## src/rtl/nibble_serial_adder.sv

```systemverilog
// ============================================================================
// Module  : nibble_serial_adder (with cla, its 4-bit carry look-ahead slice)
// Brief   : WIDTH-bit adder that adds one nibble per clock through a single
//           CLA slice, with valid/ready handshakes on input and output.
// Rev     : 1.0 - initial release
// ============================================================================
`default_nettype none

module cla (
  input  logic [3:0] a,
  input  logic [3:0] b,
  input  logic       cin,
  output logic [4:0] sum,
  output logic       cout
);
  logic [3:0] g;
  logic [3:0] p;
  logic [4:0] c;

  assign g = a & b;
  assign p = a ^ b;

  assign c[0] = cin;
  assign c[1] = g[0] | (p[0] & cin);
  assign c[2] = g[1] | (p[1] & g[0]) | (p[1] & p[0] & cin);
  assign c[3] = g[2] | (p[2] & g[1]) | (p[2] & p[1] & g[0]) | (p[2] & p[1] & p[0] & cin);
  assign c[4] = g[3] | (p[3] & g[2]) | (p[3] & p[2] & g[1]) | (p[3] & p[2] & p[1] & g[0])
              | (p[3] & p[2] & p[1] & p[0] & cin);

  assign sum  = {c[4], p ^ c[3:0]};
  assign cout = c[4];
endmodule

module nibble_serial_adder #(
  parameter int WIDTH = 16
) (
  input  logic             clk,
  input  logic             rst_n,
  input  logic             in_valid_i,
  output logic             in_ready_o,
  input  logic [WIDTH-1:0] a_i,
  input  logic [WIDTH-1:0] b_i,
  input  logic             cin_i,
  output logic             out_valid_o,
  input  logic             out_ready_i,
  output logic [WIDTH-1:0] sum_o,
  output logic             cout_o,
  output logic             ovf_o
);
  localparam int NIBBLES = WIDTH / 4;
  localparam int CW      = (NIBBLES > 1) ? $clog2(NIBBLES) : 1;

  typedef enum logic [1:0] {
    IDLE = 2'd0,
    RUN  = 2'd1,
    DONE = 2'd2
  } state_t;

  state_t           state_q, state_d;
  logic             in_ready_q, in_ready_d;
  logic             out_valid_q, out_valid_d;
  logic [WIDTH-1:0] sum_q, sum_d;
  logic             cout_q, cout_d;
  logic             ovf_q, ovf_d;
  logic [WIDTH-1:0] a_sh_q, a_sh_d;
  logic [WIDTH-1:0] b_sh_q, b_sh_d;
  logic [WIDTH-1:0] partial_q, partial_d;
  logic             carry_q, carry_d;
  logic [CW-1:0]    cnt_q, cnt_d;
  logic             a_msb_q, a_msb_d;
  logic             b_msb_q, b_msb_d;

  logic [4:0]       cla_sum;
  logic             cla_cout;
  logic             cla_sum4_unused;

  cla u_cla (
    .a    (a_sh_q[3:0]),
    .b    (b_sh_q[3:0]),
    .cin  (carry_q),
    .sum  (cla_sum),
    .cout (cla_cout)
  );

  assign cla_sum4_unused = cla_sum[4];

  always_comb begin
    state_d     = state_q;
    in_ready_d  = in_ready_q;
    out_valid_d = out_valid_q;
    sum_d       = sum_q;
    cout_d      = cout_q;
    ovf_d       = ovf_q;
    a_sh_d      = a_sh_q;
    b_sh_d      = b_sh_q;
    partial_d   = partial_q;
    carry_d     = carry_q;
    cnt_d       = cnt_q;
    a_msb_d     = a_msb_q;
    b_msb_d     = b_msb_q;

    unique case (state_q)
      IDLE: begin
        // in_ready comes up one edge after reset release, then gates acceptance
        if (in_valid_i && in_ready_q) begin
          a_sh_d     = a_i;
          b_sh_d     = b_i;
          carry_d    = cin_i;
          a_msb_d    = a_i[WIDTH-1];
          b_msb_d    = b_i[WIDTH-1];
          cnt_d      = '0;
          in_ready_d = 1'b0;
          state_d    = RUN;
        end else begin
          in_ready_d = 1'b1;
        end
      end
      RUN: begin
        for (int n = 0; n < NIBBLES; n++) begin
          if (cnt_q == CW'(n)) partial_d[4*n +: 4] = cla_sum[3:0];
        end
        carry_d = cla_cout;
        a_sh_d  = a_sh_q >> 4;
        b_sh_d  = b_sh_q >> 4;
        cnt_d   = cnt_q + CW'(1);
        if (cnt_q == CW'(NIBBLES - 1)) begin
          sum_d       = partial_d;
          cout_d      = cla_cout;
          ovf_d       = (a_msb_q == b_msb_q) && (partial_d[WIDTH-1] != a_msb_q);
          out_valid_d = 1'b1;
          state_d     = DONE;
        end
      end
      DONE: begin
        if (out_valid_q && out_ready_i) begin
          out_valid_d = 1'b0;
          in_ready_d  = 1'b1;
          state_d     = IDLE;
        end
      end
      default: state_d = IDLE;
    endcase
  end

  always_ff @(posedge clk or negedge rst_n) begin
    if (!rst_n) begin
      state_q     <= IDLE;
      in_ready_q  <= 1'b0;
      out_valid_q <= 1'b0;
      sum_q       <= '0;
      cout_q      <= 1'b0;
      ovf_q       <= 1'b0;
      a_sh_q      <= '0;
      b_sh_q      <= '0;
      partial_q   <= '0;
      carry_q     <= 1'b0;
      cnt_q       <= '0;
      a_msb_q     <= 1'b0;
      b_msb_q     <= 1'b0;
    end else begin
      state_q     <= state_d;
      in_ready_q  <= in_ready_d;
      out_valid_q <= out_valid_d;
      sum_q       <= sum_d;
      cout_q      <= cout_d;
      ovf_q       <= ovf_d;
      a_sh_q      <= a_sh_d;
      b_sh_q      <= b_sh_d;
      partial_q   <= partial_d;
      carry_q     <= carry_d;
      cnt_q       <= cnt_d;
      a_msb_q     <= a_msb_d;
      b_msb_q     <= b_msb_d;
    end
  end

  assign in_ready_o  = in_ready_q;
  assign out_valid_o = out_valid_q;
  assign sum_o       = sum_q;
  assign cout_o      = cout_q;
  assign ovf_o       = ovf_q;
endmodule

`default_nettype wire

```

## config.mk

```make
export PLATFORM = sky130hd
export DESIGN_NAME = nibble_serial_adder
export DESIGN_NICKNAME = d
export VERILOG_FILES = /design/src/rtl/nibble_serial_adder.sv
export SDC_FILE = /design/constraint.sdc
export NUM_CORES = 1
export LEC_CHECK = 0
export BUFFER_PORTS_ARGS = -buffer_cell sky130_fd_sc_hd__buf_2
export CORE_ASPECT_RATIO = 1.4
export CORE_MARGIN = 4
export CORE_UTILIZATION = 45
export DETAILED_ROUTE_END_ITERATION = 10
export GPL_TIMING_DRIVEN = 0
export PLACE_DENSITY = 0.76
export REMOVE_ABC_BUFFERS = 1
export SKIP_CTS_REPAIR_TIMING = 1
export SLEW_MARGIN = 20
export SYNTH_ARGS = -nofsm -noshare
export SYNTH_HDL_FRONTEND = slang
export SYNTH_SLANG_ARGS = --single-unit
```

## constraint.sdc

```tcl
create_clock -name clk -period 2 [get_ports clk]
set_input_delay 0.5 -clock clk [delete_from_list [all_inputs] [get_ports clk]]
set_output_delay 0.5 -clock clk [all_outputs]
set_load 0.01 [all_outputs]
```

==> results.tsv, run 1 <==
metric	value	unit
Clock Skews	0.00595	ns
crit start category	flip-flop	
Final Total Pwr	6.09	mW
drt pass-1 iters	4	
core area	6980	µm²
routability-driven placement congestion ratio	0.781	
post-DP HPWL	4480	µm
WS Path Type	reg2reg	
CTS tree	yes	
number of synthesis warnings	0	
vias in the first global route	2466	
RR Endpoint	ovf_o	
# diodes	0	
final hold vios	0	
Netlist Area Pre-Place	3230	µm²
Setup Viol. Count Final	0	
crit path from	a_sh_q[1]	
slew margin rel.	63.0	%
Die Wd	79.7	µm
vias post-DR	2441	
placed cell count	457	
unrepaired setup endpoints after global routing	no	
Tcrit/Tclk final	95.5	%
reg2reg path depth	5	
final cell count without fillers	475	
status	finished clean	
pin count of the biggest net entering global routing	48	
Final min period	1.91	ns
Clk Latency, worst-skew pair	0.34	ns
first-pass GRT wire length	10900	µm
Cells after Synth	323	
layout cells sized above 1	20.5	%
leakage power	1.81	nW
ys async rst share	100	%
CP Data Arrival Time	2.19	ns
reg-to-reg slack, setup	0.09	ns
gr busiest metal	met2	
Synth Area per Inst	10.0	µm²
leading area contributor after synthesis	dfrtp_1	
H-Tree Depth	3	
Initial Util	46.3	%
drt via density	5.14	
timing-limited maximum frequency	0.524	GHz
DRC	0	
Util after Layout	54.2	%
antenna violations before repair	0	
worst r2r src	a_sh_q[1]	
Peak VDD IR	0.00116	V
top post-synthesis cells by count	nand2_1, dfrtp_1, o21ai_1	
Layout Nets	421	
Design Area, Final	3790	µm²
post-synth top area share	54.9	%
Ports	57	
Sink Count	71	
pwr dens	1610	nW/µm²
CP Max Fanout	6	
top post-synthesis cells by area	dfrtp_1, nand2_1, mux2i_1	
Worst-Margin Slew	0.555	ns
#FFs+latches synth	71	
Clk pin slew, worst setup/hold paths	0.07	ns
met1 usage	20.1	%
CTS buffer count	9	
post-route ant nets	0	
min-delay worst type	in2async	
root buffer cell	clkbuf_8	
Seq/Total Area, Yosys	54.9	%
GR Util met2	25.6	%
Placement Setup Slack	-0.191	ns
Main synth FF type	dfrtp_1	
number of synthesized flops with an enable pin	0	
PortBufs	56	
DR WL/cell	13.7	µm
post-route setup TNS	0	ns
Total GRT Usage	16.1	%
drt initial violations	87	
CTS Buffer Depth	2	
total congestion overflow	0	
hold_ws	0.0540	ns
M3 GR Usage	4.67	%
Die ar.	8630	µm²
Final Max Slew Viols	0	
Setup crit end	ovf_o	
Worst Setup End Kind	flip-flop	
# Max-Cap Violations	0	
CP Data Required Time	2.28	ns
most frequent cell after synthesis	nand2_1	
chip height	108	µm
Placement Rows	36	
Area Overhead vs Synth	17.1	%
Setup WS post-layout	0.0907	ns
Distinct cells, synth	36	
routed wire length	6530	µm
Area after DPL	3610	µm²
-- sequential cells by signal (all words and copies together), names as in the netlist, 2 cells and up --
name,count
a_sh_q,16
b_sh_q,16
sum_o,16
partial_q,12
cnt_q,2
state_q,2
-- where the power goes --
| group | internal [mW] | total [mW] | switching (mW) |
|---|---|---|---|
| combinational | 1.10 | 2.70 | 1.60 |
| sequential | 2.06 | 2.44 | 0.375 |
| clock | 0.440 | 0.954 | 0.514 |
-- metal layers --
metal  vias up  routed length [µm]
li1       1215                   -
met1      1139                2810
met2        65                3150
met3        22                 352
met4         0                 209
met5         -                   0
-- placed cells by master (no fill, tap or decap), drive strengths merged --
master | synthesis | routed
a22oi | 1 | 1
mux2i | 28 | 28
o21ai | 61 | 61
a21o | 3 | 3
mux2 | 2 | 2
and3b | 1 | 1
a31oi | 3 | 3
o21a | 1 | 1
nor3 | 1 | 1
a311o | 1 | 1
clkinv | 0 | 5
inv | 7 | 7
buf | 6 | 59
nand3b | 1 | 1
a41oi | 3 | 3
nor2b | 7 | 7
fa | 1 | 1
a21oi | 5 | 5
and4bb | 1 | 2
clkbuf | 13 | 11
nand3 | 2 | 2
nand2 | 78 | 78
ha | 8 | 8
dfrtp | 71 | 71
o31ai | 1 | 1
xnor2 | 1 | 1
o21bai | 1 | 1
nor2 | 7 | 7
a22o | 2 | 2
xor2 | 1 | 1
nand4 | 2 | 2
a211o | 3 | 3
-- kinds of logic after synthesis --
family / share of synthesized area [%]
and+or+nand+nor: 13.0
muxes: 9.36
buffers and inverters: 3.52
DFF: 54.9
xor gates and xnor gates: 0.542
adders and majority gates: 3.71
AOI/OAI and AO/OA: 15.0
-- how the worst min path moves through the flow --
stage | depth (start not counted) | endpoint | start
floorplan | 0 | a_msb_q | rst_n
global placement | 2 | partial_q[2] | partial_q[2]
detailed placement | 1 | a_sh_q[11] | rst_n
CTS | 1 | a_sh_q[7] | rst_n
global route | 1 | a_sh_q[7] | rst_n
finish | 1 | a_sh_q[7] | rst_n
-- critical path: stages, from the launching register on --
cell,delay [ns]
dfrtp_1,0.39
ha_1,0.39
o21a_1,0.23
a211o_1,0.38
a311o_1,0.38
nand3_1,0.08
-- cell type report --
type	count	area (µm²)
Fill cell	617	3190
Sequential cell	71	1780
Multi-Input combinational cell	227	1370
Timing Repair Buffer	59	342
Clock buffer	11	131
Tap cell	95	119
Inverter	7	26.3
Clock inverter	5	25.0
Power figures use the tool's default switching activity.
==> inputs of run 2 (changes only) <==
- ABC_CLOCK_PERIOD_IN_PS: unset -> 2000
- CELL_PAD_IN_SITES_DETAIL_PLACEMENT: unset -> 0
- CELL_PAD_IN_SITES_GLOBAL_PLACEMENT: unset -> 1
- CORE_UTILIZATION: 45 -> 43
- PLACE_DENSITY: 0.76 -> 0.89
- SLEW_MARGIN: 20 -> unset
==> results.tsv, run 2 (synthesized netlist as in run 1, its figures left out) <==
metric	value	unit
status	finished clean	
pin count of the biggest net entering global routing	72	
core area	7360	µm²
routed wire length	6530	µm
# diodes	0	
routability-driven placement congestion ratio	0.782	
PortBufs	56	
Clk pin slew, worst setup/hold paths	0.07	ns
Final min period	1.92	ns
post-route ant nets	0	
Peak VDD IR	0.000506	V
reg2reg path depth	5	
root buffer cell	clkbuf_8	
DRC	0	
Tcrit/Tclk final	95.8	%
CP Max Fanout	6	
layout cells sized above 1	19.6	%
pwr dens	1620	nW/µm²
Layout Nets	420	
drt pass-1 iters	5	
Clk pwr share	16.9	%
Sink Count	71	
Die Wd	81.3	µm
hold_ws	0.250	ns
final hold vios	0	
vias post-DR	2415	
P_sw	2.43	mW
Die ar.	8990	µm²
Clock Skews	0.00514	ns
Area Overhead vs Synth	17.1	%
leakage power	1.80	nW
Final Max Slew Viols	0	
drt initial violations	89	
post-DP HPWL	4510	µm
Total GRT Usage	15.8	%
first-pass GRT wire length	10900	µm
Initial Util	43.9	%
post-route setup TNS	0	ns
Gate power share	43.7	%
crit start category	flip-flop	
CTS Buffer Depth	2	
antenna violations before repair	0	
slew margin rel.	41.2	%
vias in the first global route	2396	
unrepaired setup endpoints after global routing	yes	
CTS tree	yes	
drt via density	5.08	
Setup Viol. Count Final	0	
timing-limited maximum frequency	0.522	GHz
Clk Latency, worst-skew pair	0.35	ns
most common cell after layout, fill and taps aside	nand2_1	
Power Internal	3.72	mW
total congestion overflow	0	
sequential power share	39.4	%
DR WL/cell	13.7	µm
WS Path Type	reg2reg	
min-delay worst type	in2async	
CP Data Arrival Time	2.21	ns
Worst Setup End Kind	flip-flop	
CP Data Required Time	2.29	ns
H-Tree Depth	3	
CTS buffer count	9	
Net Sw Frac	39.5	%
Placement Rows	37	
chip height	111	µm
Worst-Margin Slew	0.882	ns
Ports	57	
commonest cells after routing, fill and taps aside	nand2_1, dfrtp_1, buf_2	
# Max-Cap Violations	0	
run 2: cell types whose count changed in the layout (fill, tap and decap cells not counted):
cell | previous run | this run
clkinv_2 | 5 | 0
buf_6 | 1 | 0
clkbuf_8 | 9 | 12
buf_12 | 1 | 2
and4bb_2 | 1 | 0
clkbuf_1 | 2 | 3
buf_16 | 1 | 0
nand3b_1 | 1 | 2
run 2: power by group through the flow:
stage,Clock [mW],Combinational [mW],Sequential (mW)
2_1_floorplan,0,1.85,2.44
3_3_place_gp,0,2.47,2.39
3_5_place_dp,0,2.71,2.44
4_1_cts,1.08,2.72,2.41
5_1_grt,1.15,3.06,2.51
6_report,1.04,2.69,2.42
run 2: per-layer routing:
layer / part of all wire (%) / GRT usage [%] / wire length [µm]
met3: 5.5 / 5.79 / 356
met4: 2.6 / 7.10 / 168
met1: 40 / 17.7 / 2620
met2: 52 / 26.1 / 3380
met5: 0 / 0 / 0
run 2: worst paths after layout:
check	from	endpoint	slack (ns)
setup / recovery	a_sh_q[1]	ovf_o	0.08
setup reg to reg	a_sh_q[1]	ovf_o	0.08
min in group clk	a_i[14]	a_sh_q[14]	0.35
hold reg to reg	sum_o[8]	sum_o[8]	0.47
hold / removal	rst_n	sum_o[5]	0.25
max in group asynchronous	rst_n	sum_o[1]	1.16
run 2: worst max-delay path, cell delays in order, from the launching register on:
cell     delay (ns)
dfrtp_1        0.38
ha_1           0.40
o21a_1         0.23
a211o_1        0.38
a311o_1        0.38
nand3_1        0.08
run 2: cell type report:
| cell class | count | area, µm² |
|---|---|---|
| Inverter | 7 | 26.3 |
| Timing Repair Buffer | 58 | 323 |
| Fill cell | 710 | 3570 |
| Tap cell | 97 | 121 |
| Sequential cell | 71 | 1780 |
| Multi-Input combinational cell | 227 | 1360 |
| Clock buffer | 15 | 176 |
run 2: stage by stage:
step	instance area [µm²]	util (%)	cells	worst slack (ns)	total power [mW]
global placement	3550	48.2	457	-2.00	4.86
floorplan	3150	-	304	-0.953	4.29
CTS	3770	51.3	474	-0.218	6.21
global route	3790	51.4	475	-0.0304	6.71
detailed placement	3600	48.9	459	-0.193	5.14
finish	3790	51.4	475	0.0833	6.15
